[src/rtl/maj_fold_ctrl.sv]
// Folded majority/threshold evaluator: a captured N-bit vector is counted CHUNK bits
// per cycle through one shared popcount slice and the count is compared against THRESH.
module maj_fold_ctrl #(
    parameter int N          = 127,
    parameter int CHUNK      = 16,
    parameter int THRESH     = (N + 1) / 2,
    parameter bit EARLY_EXIT = 1'b0,
    localparam int NCHUNK    = (N + CHUNK - 1) / CHUNK,
    localparam int CW        = $clog2(N + 1)
) (
    input  logic          clk,
    input  logic          rst_n,
    input  logic          in_valid,
    output logic          in_ready,
    input  logic [N-1:0]  in_data,
    output logic          out_valid,
    input  logic          out_ready,
    output logic          out_maj,
    output logic [CW-1:0] out_count,
    output logic          busy
);

    localparam int PADW = NCHUNK * CHUNK;
    localparam int IW   = (NCHUNK > 1) ? $clog2(NCHUNK) : 1;
    localparam int SW   = $clog2(PADW + 1) + 1;

    localparam logic [IW-1:0] IDX_LAST = IW'(NCHUNK - 1);
    localparam logic [SW-1:0] N_W      = SW'(N);
    localparam logic [SW-1:0] CHUNK_W  = SW'(CHUNK);
    localparam logic [SW-1:0] THRESH_W = SW'(THRESH);
    localparam logic [CW-1:0] THRESH_C = CW'(THRESH);

    typedef enum logic [1:0] {
        IDLE  = 2'd0,
        ACCUM = 2'd1,
        DONE  = 2'd2
    } state_t;

    state_t          state_q, state_d;
    logic [PADW-1:0] data_q, data_d;
    logic [IW-1:0]   idx_q, idx_d;
    logic [CW-1:0]   acc_q, acc_d;
    logic            in_ready_q, in_ready_d;
    logic            out_valid_q, out_valid_d;
    logic            out_maj_q, out_maj_d;
    logic [CW-1:0]   out_count_q, out_count_d;
    logic            busy_q, busy_d;

    logic [CHUNK-1:0] chunk;
    logic [CW-1:0]    acc_new;
    logic [SW-1:0]    reach;
    logic             last_chunk;
    logic             decided_hi;
    logic             decided_lo;
    logic             finish;
    logic             accept;
    logic             out_fire;

    function automatic logic [CW-1:0] popcount(input logic [CHUNK-1:0] v);
        logic [CW-1:0] c;
        c = '0;
        for (int i = 0; i < CHUNK; i++) begin
            c = c + CW'(v[i]);
        end
        return c;
    endfunction

    // Real (non-pad) bits still uncounted once chunk idx has been added in.
    function automatic logic [SW-1:0] remaining(input logic [IW-1:0] idx);
        logic [SW-1:0] counted;
        counted = (SW'(idx) + SW'(1)) * CHUNK_W;
        return (counted >= N_W) ? '0 : (N_W - counted);
    endfunction

    // The captured vector shifts down one chunk per cycle, so the slice is always the low bits.
    assign chunk      = data_q[CHUNK-1:0];
    assign acc_new    = acc_q + popcount(chunk);
    assign reach      = SW'(acc_new) + remaining(idx_q);
    assign last_chunk = (idx_q == IDX_LAST);
    assign decided_hi = EARLY_EXIT && (acc_new >= THRESH_C);
    assign decided_lo = EARLY_EXIT && (reach < THRESH_W);
    assign finish     = last_chunk || decided_hi || decided_lo;
    assign accept     = (state_q == IDLE) && in_valid && in_ready_q;
    assign out_fire   = (state_q == DONE) && out_ready;

    always_ff @(posedge clk or negedge rst_n) begin
        if (!rst_n) begin
            state_q <= IDLE;
        end else begin
            state_q <= state_d;
        end
    end

    always_comb begin
        state_d = state_q;
        case (state_q)
            IDLE:    if (accept) state_d = ACCUM;
            ACCUM:   if (finish) state_d = DONE;
            DONE:    if (out_ready) state_d = IDLE;
            default: state_d = IDLE;
        endcase
    end

    always_comb begin
        data_d = data_q;
        idx_d  = idx_q;
        acc_d  = acc_q;
        if (accept) begin
            data_d = PADW'(in_data);
            idx_d  = '0;
            acc_d  = '0;
        end else if (state_q == ACCUM) begin
            data_d = data_q >> CHUNK;
            acc_d  = acc_new;
            idx_d  = finish ? idx_q : (idx_q + IW'(1));
        end
    end

    // Outputs are registered from the next state, so nothing reaches them from in_* combinationally.
    always_comb begin
        in_ready_d  = (state_d == IDLE);
        busy_d      = (state_d != IDLE);
        out_valid_d = (state_d == DONE);
        out_maj_d   = out_maj_q;
        out_count_d = out_count_q;
        if ((state_q == ACCUM) && finish) begin
            out_maj_d   = (acc_new >= THRESH_C);
            out_count_d = acc_new;
        end else if (out_fire) begin
            out_maj_d   = 1'b0;
            out_count_d = '0;
        end
    end

    always_ff @(posedge clk or negedge rst_n) begin
        if (!rst_n) begin
            data_q      <= '0;
            idx_q       <= '0;
            acc_q       <= '0;
            in_ready_q  <= 1'b0;
            out_valid_q <= 1'b0;
            out_maj_q   <= 1'b0;
            out_count_q <= '0;
            busy_q      <= 1'b0;
        end else begin
            data_q      <= data_d;
            idx_q       <= idx_d;
            acc_q       <= acc_d;
            in_ready_q  <= in_ready_d;
            out_valid_q <= out_valid_d;
            out_maj_q   <= out_maj_d;
            out_count_q <= out_count_d;
            busy_q      <= busy_d;
        end
    end

    assign in_ready  = in_ready_q;
    assign out_valid = out_valid_q;
    assign out_maj   = out_maj_q;
    assign out_count = out_count_q;
    assign busy      = busy_q;

endmodule

[config.mk]
export PLATFORM = sky130hd
export DESIGN_NAME = maj_fold_ctrl
export DESIGN_NICKNAME = d
export VERILOG_FILES = /design/src/rtl/maj_fold_ctrl.sv
export SDC_FILE = /design/constraint.sdc
export NUM_CORES = 1
export LEC_CHECK = 0
export BUFFER_PORTS_ARGS = -buffer_cell sky130_fd_sc_hd__buf_2
export CAP_MARGIN = 20
export CORE_ASPECT_RATIO = 1.5
export CORE_UTILIZATION = 53
export CTS_CLUSTER_SIZE = 25
export DETAILED_ROUTE_END_ITERATION = 12
export PLACE_DENSITY = 0.82
export REMOVE_ABC_BUFFERS = 1
export SLEW_MARGIN = 5
export SYNTH_ARGS = -nofsm -noshare
export SYNTH_HDL_FRONTEND = slang
export SYNTH_SLANG_ARGS = --single-unit
[constraint.sdc]
create_clock -name clk -period 5.6 [get_ports clk]
set_input_delay 0.28 -clock clk [delete_from_list [all_inputs] [get_ports clk]]
set_output_delay 0.28 -clock clk [all_outputs]
set_load 0.02 [all_outputs]
==> impl_metrics.ini <==
[clock_network]
htreeDepth = 4
cts_sinks = 149
cts.path.max_buffers = 2
clk_latency_ns = 0.41
post-cts-setup-buffers = 0
clock-root-buffer = clkbuf_16
numCtsBuffers = 17
cts-resized-gates = 0
cts-hold-fix-buffers = 1
cts_tree = yes
path_clk_slew_ns = 0.06

[floorplanning]
die_h_um = 143.9
die_area_um2 = 13900
io_pins = 142
rows = 51
core_um2 = 13020
die_w_um = 96.59
start_util = 0.5464

[setup_path]
reg2reg_to = out_maj$_DFFE_PN0P_
crit_path_frequent_cell = fa_1
arrival_ns = 4.53
critPathCaptureType = flip-flop
r2r_setup_slack_ns = 1.37
startpoint_type = flip-flop
cp_slowest_cell = fa_1
reg2reg_depth = 11
cp.required_ns = 5.90
critPathKind = flip-flop to flip-flop
crit_fanout = 2
worst_path_largest_cell_delay_ns = 0.54
r2r_start = data_q[0]$_DFFE_PN0P_
path_cells = fa_1 > inv_1 > fa_1 > fa_1 > fa_1 > fa_1 > fa_1 > nand2b_1 > a211oi_1 > o21ai_1 > a32o_1

[outcome]
status = finished clean

[global_route]
overflow = 0
antenna_found_initial = 2
grt_pass1_wl_um = 22990
grt_max_degree = 96
grt_pass1_vias = 4897
grtUsageTotal = 0.2185

[power_and_ir_drop]
p_leak_nw = 4.121
sw_frac_of_total = 0.4109
p_sw_mw = 2.425
share_seq_of_total_power = 0.299
intPower_mw = 3.476
clkPwrFrac = 0.186
p_comb_frac = 0.516
powerDensity_nw_per_um2 = 708.5
ir_worst_vdd_v = 0.0005061
total_power_mw = 5.901

[route]
ant_nets = 0
drc_errors = 0
drt_iter0_drc = 222
drt-vias-per-instance = 5.329
wl_um = 14070
post_drt_wl_per_cell_um = 14.43
dr.pass1.iters = 4
vias = 5196

[sta]
max_freq_mhz = 236.2
final.setup.tns_ns = 0
finalHoldViolCount = 0
rsz0062_at_grt = false
tightestPinTransition_ns = 0.9232
setup_viol = 0
slew_violations = 0
min_period_over_period = 0.7559
maxSlewHeadroom = 0.3845
min_period_ns = 4.233
fin_worst_skew_ns = 0.008589

[synthesis]
synthCells = 681
ys_ff_latch = 149
syn-mean-instance-area_um2 = 10.45
synth_area_um2 = 7113
synth_area_leaders = dfrtp_1 (52%), mux2i_1 (12%), nand2_1 (8.6%)
synth_ff_type = dfrtp_1
yosysUniqueCellTypes = 37
yosysTopAreaCellShare = 0.5242
synthArstFlopShare = 1.000
synth_top_area_cell = dfrtp_1
synth_edf_count = 0
ys.warnings.count = 0
yosysSeqAreaShare = 0.5242

[placed_design]
gp_congestion = 0.7863
io_buffers = 141
post-dp-hpwl_um = 9331

[finish]
area_growth_pct = 17.08
nets = 954
n_fill_cell = 1102
drive_above_1_share = 0.2260

[flow_run]
max-cap-violations = 0

[hold_path]
holdPathEnd = data_q[17]$_DFFE_PN0P_
min_path_cells = 3
hp-start = in_data[17]
hold_path_class = input port to flip-flop
[metal layers]
metal,wire length [µm],GRT usage,part of all wire,vias to the layer above
met1,6074,0.2867,0.43,2479
met4,297,0.09598,0.021,0
met5,0,0,0,-
met3,576,0.05344,0.041,21
li1,-,-,-,2577
met2,7120,0.3417,0.51,119
[cells by family (layout without fill, tap and decap cells)]
| family | count (synthesis) | after routing | synth area share |
|---|---|---|---|
| simple gates | 194 | 194 | 0.1117 |
| compound gates | 153 | 153 | 0.1249 |
| flops | 149 | 149 | 0.5242 |
| mux | 88 | 88 | 0.1240 |
| buf+inv | 72 | 205 | 0.06016 |
| fa+ha+maj | 22 | 22 | 0.05136 |
| xor+xnor | 3 | 3 | 0.003695 |
| other cells | 0 | 2 | 0 |
[critical path: cells and delay by family, from the launching register on]
kind / cells / cell delay [ns]
adder cells (fa/ha/maj): 6 / 2.85
AO/OA/AOI/OAI: 3 / 0.65
flip-flops: 1 / 0.40
AND/OR/NAND/NOR: 1 / 0.18
buffers and inverters: 1 / 0.05
[sequential cells by signal, summed over array words and instances (netlist names)]
signal	flops
out_valid	1
idx_q	3
data_q	127
acc_q	7
state_q	2
out_maj	1
in_ready	1
out_count	6
busy	1
[cells in the final DEF (no fill, tap or decap), types with 2 or more instances in the layout]
| master | Yosys | layout |
|---|---|---|
| ha_1 | 10 | 10 |
| nand2_1 | 163 | 163 |
| inv_6 | 0 | 5 |
| fa_1 | 12 | 12 |
| o21ai_1 | 13 | 13 |
| a22o_1 | 2 | 2 |
| inv_1 | 26 | 26 |
| a22oi_1 | 14 | 14 |
| mux2i_1 | 87 | 87 |
| a21oi_1 | 2 | 2 |
| buf_2 | 11 | 140 |
| a221o_1 | 10 | 10 |
| a32o_1 | 3 | 3 |
| buf_4 | 13 | 5 |
| o21ai_0 | 100 | 100 |
| a211oi_1 | 2 | 2 |
| or3_1 | 4 | 4 |
| nor3_1 | 11 | 11 |
| clkinv_4 | 0 | 4 |
| xnor2_1 | 2 | 2 |
| clkinvlp_4 | 0 | 3 |
| diode_2 | 0 | 2 |
| nor2_1 | 6 | 6 |
| nand2b_1 | 3 | 2 |
| dfrtp_1 | 149 | 149 |
| o22ai_1 | 5 | 5 |
| clkbuf_16 | 0 | 17 |
[cell usage after synthesis, drive strengths merged, types with 2 or more instances]
| master | count |
|---|---|
| nand2 | 163 |
| dfrtp | 149 |
| o21ai | 113 |
| mux2i | 87 |
| buf | 35 |
| inv | 26 |
| a22oi | 14 |
| fa | 12 |
| clkbuf | 11 |
| nor3 | 11 |
| a221o | 10 |
| ha | 10 |
| nor2 | 8 |
| o22ai | 5 |
| or3 | 4 |
| a32o | 3 |
| nand2b | 3 |
| a211oi | 2 |
| a21oi | 2 |
| a22o | 2 |
| xnor2 | 2 |
[area by class of cell]
cell class	count	area (µm²)	share of cell area
Timing Repair Buffer	147	759.5	0.09120
Antenna cell	2	5.005	0.0006010
Sequential cell	149	3729	0.4477
Clock buffer	17	425.4	0.05108
Clock inverter	15	147.6	0.01773
Inverter	26	97.59	0.01172
Multi-Input combinational cell	460	2965	0.3561
Tap cell	159	198.9	0.02389
[through the flow]
stage                     std cells  hold WS, ns  area [µm²]    util  setup slack (ns)
final                           975      0.06824        8328  0.6398             1.367
after floorplan                 635     -0.01559        6783       -            0.4974
after detailed placement        940       0.4212        7740  0.5946             1.370
after global routing            975      0.05847        8328  0.6398             1.192
after global placement          940       0.4197        7740  0.5946             1.468
after CTS                       973      0.05330        8323  0.6394             1.352
[power by group through the flow]
stage	registers (mW)	logic, mW	clock network [mW]
6_report	1.76	3.04	1.09
5_1_grt	1.82	3.41	1.17
4_1_cts	1.76	3.07	1.12
3_5_place_dp	1.78	3.03	0
3_3_place_gp	1.77	2.88	0
2_1_floorplan	1.76	2.42	0
[worst max-delay path by stage]
| stage | start | end | depth (start not counted) |
|---|---|---|---|
| 2_1_floorplan | state_q[1]$_DFF_PN0_ | busy$_DFF_PN0_ | 3 |
| 3_3_place_gp | data_q[0]$_DFFE_PN0P_ | acc_q[6]$_DFFE_PN0P_ | 11 |
| 3_5_place_dp | data_q[0]$_DFFE_PN0P_ | out_maj$_DFFE_PN0P_ | 11 |
| 4_1_cts | data_q[0]$_DFFE_PN0P_ | out_maj$_DFFE_PN0P_ | 11 |
| 5_1_grt | data_q[0]$_DFFE_PN0P_ | acc_q[6]$_DFFE_PN0P_ | 11 |
| 6_report | data_q[0]$_DFFE_PN0P_ | out_maj$_DFFE_PN0P_ | 11 |
Power figures use the tool's default switching activity.
